## src/rtl/pulse_meter.sv

```systemverilog
// pulse_meter: measures high-pulse width in clock cycles and hands results to a ready/valid consumer
module pulse_meter #(
  parameter int CW = 16,
  parameter int NW = 8
) (
  input  logic          clock,
  input  logic          reset,
  input  logic          sig_in,
  input  logic          out_ready,
  output logic          out_valid,
  output logic [CW-1:0] width,
  output logic          sat,
  output logic          drop,
  output logic [NW-1:0] pulse_cnt
);
  typedef enum logic {IDLE, MEASURE} state_t;
  localparam logic [CW-1:0] MAX = '1;
  state_t state, state_nxt;
  logic prev, sat_int, sat_int_nxt, rise, fall, done, load;
  logic [CW-1:0] cnt, cnt_nxt;
  assign rise = sig_in & ~prev;
  assign fall = ~sig_in & prev;
  assign load = done & (~out_valid | out_ready);
  // state register
  always_ff @(posedge clock or negedge reset)
    if (!reset) state <= IDLE;
    else state <= state_nxt;
  // next state and measurement counter; a pulse starts at 1 because the rising sample itself is high
  always_comb begin
    state_nxt = state;
    cnt_nxt = cnt;
    sat_int_nxt = sat_int;
    done = 1'b0;
    case (state)
      IDLE: if (rise) begin
        state_nxt = MEASURE;
        cnt_nxt = CW'(1);
        sat_int_nxt = 1'b0;
      end
      MEASURE: if (sig_in) begin
        cnt_nxt = (cnt == MAX) ? MAX : cnt + CW'(1);
        sat_int_nxt = sat_int | (cnt >= MAX - CW'(1));
      end else if (fall) begin
        state_nxt = IDLE;
        done = 1'b1;
      end
      default: state_nxt = IDLE;
    endcase
  end
  // datapath: edge history, counter, output slot, drop strobe and completed-pulse count
  always_ff @(posedge clock or negedge reset)
    if (!reset) begin
      prev <= 1'b1;
      cnt <= '0;
      sat_int <= 1'b0;
      out_valid <= 1'b0;
      width <= '0;
      sat <= 1'b0;
      drop <= 1'b0;
      pulse_cnt <= '0;
    end else begin
      prev <= sig_in;
      cnt <= cnt_nxt;
      sat_int <= sat_int_nxt;
      drop <= done & ~load;
      out_valid <= load | (out_valid & ~out_ready);
      if (done) pulse_cnt <= pulse_cnt + NW'(1);
      if (load) begin
        width <= cnt;
        sat <= sat_int;
      end
    end
endmodule

```

## config.mk

```make
export PLATFORM = sky130hd
export DESIGN_NAME = pulse_meter
export DESIGN_NICKNAME = d
export VERILOG_FILES = /design/src/rtl/pulse_meter.sv
export SDC_FILE = /design/constraint.sdc
export NUM_CORES = 1
export LEC_CHECK = 0
export ABC_AREA = 1
export CORE_MARGIN = 2
export CORE_UTILIZATION = 51
export CTS_BUF_LIST = sky130_fd_sc_hd__clkbuf_4 sky130_fd_sc_hd__clkbuf_8
export DETAILED_ROUTE_END_ITERATION = 7
export PLACE_DENSITY = 0.84
export SLEW_MARGIN = 20
export SYNTH_ARGS = -nofsm -noshare
export SYNTH_HDL_FRONTEND = slang
export SYNTH_SLANG_ARGS = --single-unit
```

## constraint.sdc

```tcl
create_clock -name clock -period 1.25 [get_ports clock]
set_input_delay 0.25 -clock clock [delete_from_list [all_inputs] [get_ports clock]]
set_output_delay 0.25 -clock clock [all_outputs]
set_load 0.005 [all_outputs]
```

==> impl_metrics.py <==
metrics = {
    "clocking": {
        "insertion_delay_ns": 0.33,
        "numClockSinks": 46,
        "htree_levels": 2,
        "clkTransAtPathRegs_ns": 0.10,
        "root_buffer": "clkbuf_8",
        "cts_buffers": 5,
        "clockBufferDepth": 2,
        "cts_tree": "yes",
    },
    "synth": {
        "netlist_area_mm2": 0.00230,
        "synth.distinct_cells": 26,
        "avgSynthCellArea_um2": 8.13,
        "ys_seq_area_share_pct": 50.1,
        "ys_ff_latch": 46,
        "syn_inst": 283,
        "ys_warn_count": 0,
        "syn-num-nets": 290,
    },
    "floorplanning": {
        "start_util_pct": 52.8,
        "num_io_pins": 31,
        "row_count": 24,
        "core_area_mm2": 0.00435,
        "die_h_um": 71.2,
        "dieArea_mm2": 0.00507,
        "die_w_um": 71.2,
    },
    "outcome": {
        "failed_checks": "setup timing",
        "status": "complete, but fails checks",
    },
    "final_layout": {
        "final_cell_mix": "nand2_1 (57), buf_4 (49), dfrtp_1 (43)",
        "layout.cells.non_filler": 434,
        "drive_gt1_share_pct": 44.2,
        "final_common_cell": "nand2_1",
        "areaGrowthSynthToFinish_pct": 62.9,
        "filler_cell_count": 177,
        "num_antenna_cells": 0,
        "post-route-util_pct": 86.1,
        "nNetsFinal": 388,
    },
    "placed_design": {
        "dp_slack_ns": -0.375,
        "place_inst": 401,
        "hpwl_um": 4040,
        "place_congestion": 0.882,
        "portBuffers": 30,
    },
    "job": {
        "maxCapViolCount": 0,
    },
    "critical_path": {
        "crit_required_ns": 1.45,
        "timing.rr.start": "cnt[6]$_DFFE_PN0P_",
        "rr_endpoint": "cnt[12]$_DFFE_PN0P_",
        "ff2ff_path_depth": 7,
        "regToRegSetupSlack_ns": -0.38,
        "cp-start-kind": "flop",
        "crit_arrival_ns": 1.82,
        "end_kind": "flop",
        "worstSetupPathType": "flop to flop",
        "cp_max_fo": 5,
    },
    "drt": {
        "avgRoutedWirePerCell_um": 23.6,
        "firstDrtPassIters": 7,
        "drcViolationCount": 0,
        "vias": 2738,
        "route.antenna.remaining_nets": 0,
        "vias_per_cell": 6.31,
        "routed_wl_um": 10200,
        "drt-initial-drc-count": 432,
    },
    "timing": {
        "finalSetupTns_ns": -9.84,
        "setup_viol": 48,
        "max_freq_ghz": 0.615,
        "finalHoldViolations": 0,
        "post-route-min-period_ns": 1.63,
        "rsz0062_at_grt": "true",
        "clock_skew_ns": 0.0210,
        "tightest_slew_ns": 0.447,
        "layout_setup_ws_ns": -0.376,
        "slew_headroom_pct": 70.1,
        "final-max-slew-violation-count": 0,
        "min_period_over_period_pct": 130,
    },
    "grt": {
        "grt-ovfl-total": 0,
        "grt_usage_pct": 30.9,
        "antenna_found_initial": 0,
        "grt_pass1_vias": 2496,
        "grt_pass1_wl_um": 12000,
        "grt_max_degree": 27,
    },
    "power_and_ir_drop": {
        "vdd_drop_max_uv": 1040,
        "power_density_mw_per_mm2": 1220,
        "power_uw": 4570,
        "leakage_uw": 0.00189,
    },
    "min_path": {
        "hold_path_class": "input port to asynchronous set/reset pin",
    },
}
-- worst max-delay path by stage --
stage                            start  slack (ns)                  endpoint
floorplan           cnt[1]$_DFFE_PN0P_       -0.06        cnt[8]$_DFFE_PN0P_
global placement                sig_in       -0.30        cnt[5]$_DFFE_PN0P_
detailed placement              sig_in       -0.37  pulse_cnt[6]$_DFFE_PN0P_
CTS                 cnt[0]$_DFFE_PN0P_       -0.14        cnt[5]$_DFFE_PN0P_
global route            prev$_DFF_PN1_       -0.42       cnt[13]$_DFFE_PN0P_
finish              cnt[6]$_DFFE_PN0P_       -0.38       cnt[12]$_DFFE_PN0P_
-- where the power goes --
part | internal, µW | switching [µW]
registers | 1670 | 192
clock network | 591 | 595
logic | 710 | 816
-- what timing repair did --
action	in CTS	in global routing
cloned	1	3
pin swaps	29	23
hold buffers	1	0
buffers inserted	15	8
endpoints found under the hold margin	45	0
setup endpoints to repair	65	46
resized for setup	96	86
-- cell families after synthesis --
kind of cell,synth area share (%)
xor gates and xnor gates,2.66
AOI/OAI and AO/OA,9.03
and+or+nand+nor,29.1
buffers and inverters,7.50
adders and majority gates,1.63
DFF,50.1
-- worst max-delay path: stages, from the launching register on --
cell and delay (ns):
dfrtp_1 0.44, nand2_1 0.16, nor2_1 0.39, nand3_1 0.14
nand2_1 0.10, nand3_2 0.10, nand2_1 0.09, nand2_1 0.08
-- layer usage --
layer / track usage [%] / share of wire [%] / up-vias
li1: - / - / 1096
met1: 34.5 / 35 / 1294
met2: 53.6 / 47 / 269
met3: 7.41 / 11 / 79
met4: 17.2 / 7.5 / 0
met5: 0 / 0 / -
-- sequential cells by signal (all words and copies together), names as in the netlist --
signal and count:
prev 1, cnt 16, out_valid 1, pulse_cnt 8, sat_int 1, width 16
drop 1, state 1, sat 1
-- cell usage after synthesis (all sizes together) --
cell	n	area, µm²
nand4	7	43.8
clkinv	1	3.75
xnor2	3	26.3
nor2	28	140
dfstp	1	26.3
o21ai	30	154
nand2	92	355
nand3	19	115
buf	5	37.5
a21oi	2	10.0
inv	35	131
nor3	2	15.0
xor2	4	35.0
a31oi	1	6.26
ha	3	37.5
dfrtp	45	1130
o211ai	5	37.5
-- cell type report --
| type | instances | area (µm²) | area share (%) |
|---|---|---|---|
| Tap cell | 52 | 65.1 | 1.74 |
| Multi-Input combinational cell | 196 | 1390 | 37.0 |
| Timing Repair Buffer | 96 | 895 | 23.9 |
| Clock inverter | 3 | 40.0 | 1.07 |
| Sequential cell | 46 | 1150 | 30.8 |
| Inverter | 36 | 138 | 3.67 |
| Clock buffer | 5 | 68.8 | 1.84 |
-- through the flow --
step	area (µm²)	hold WS, ns
finish	3750	0.259
global route	3750	0.254
CTS	3350	0.255
detailed placement	2940	0.0447
global placement	2940	0.0389
floorplan	2310	-0.0456
Power figures use the tool's default switching activity.
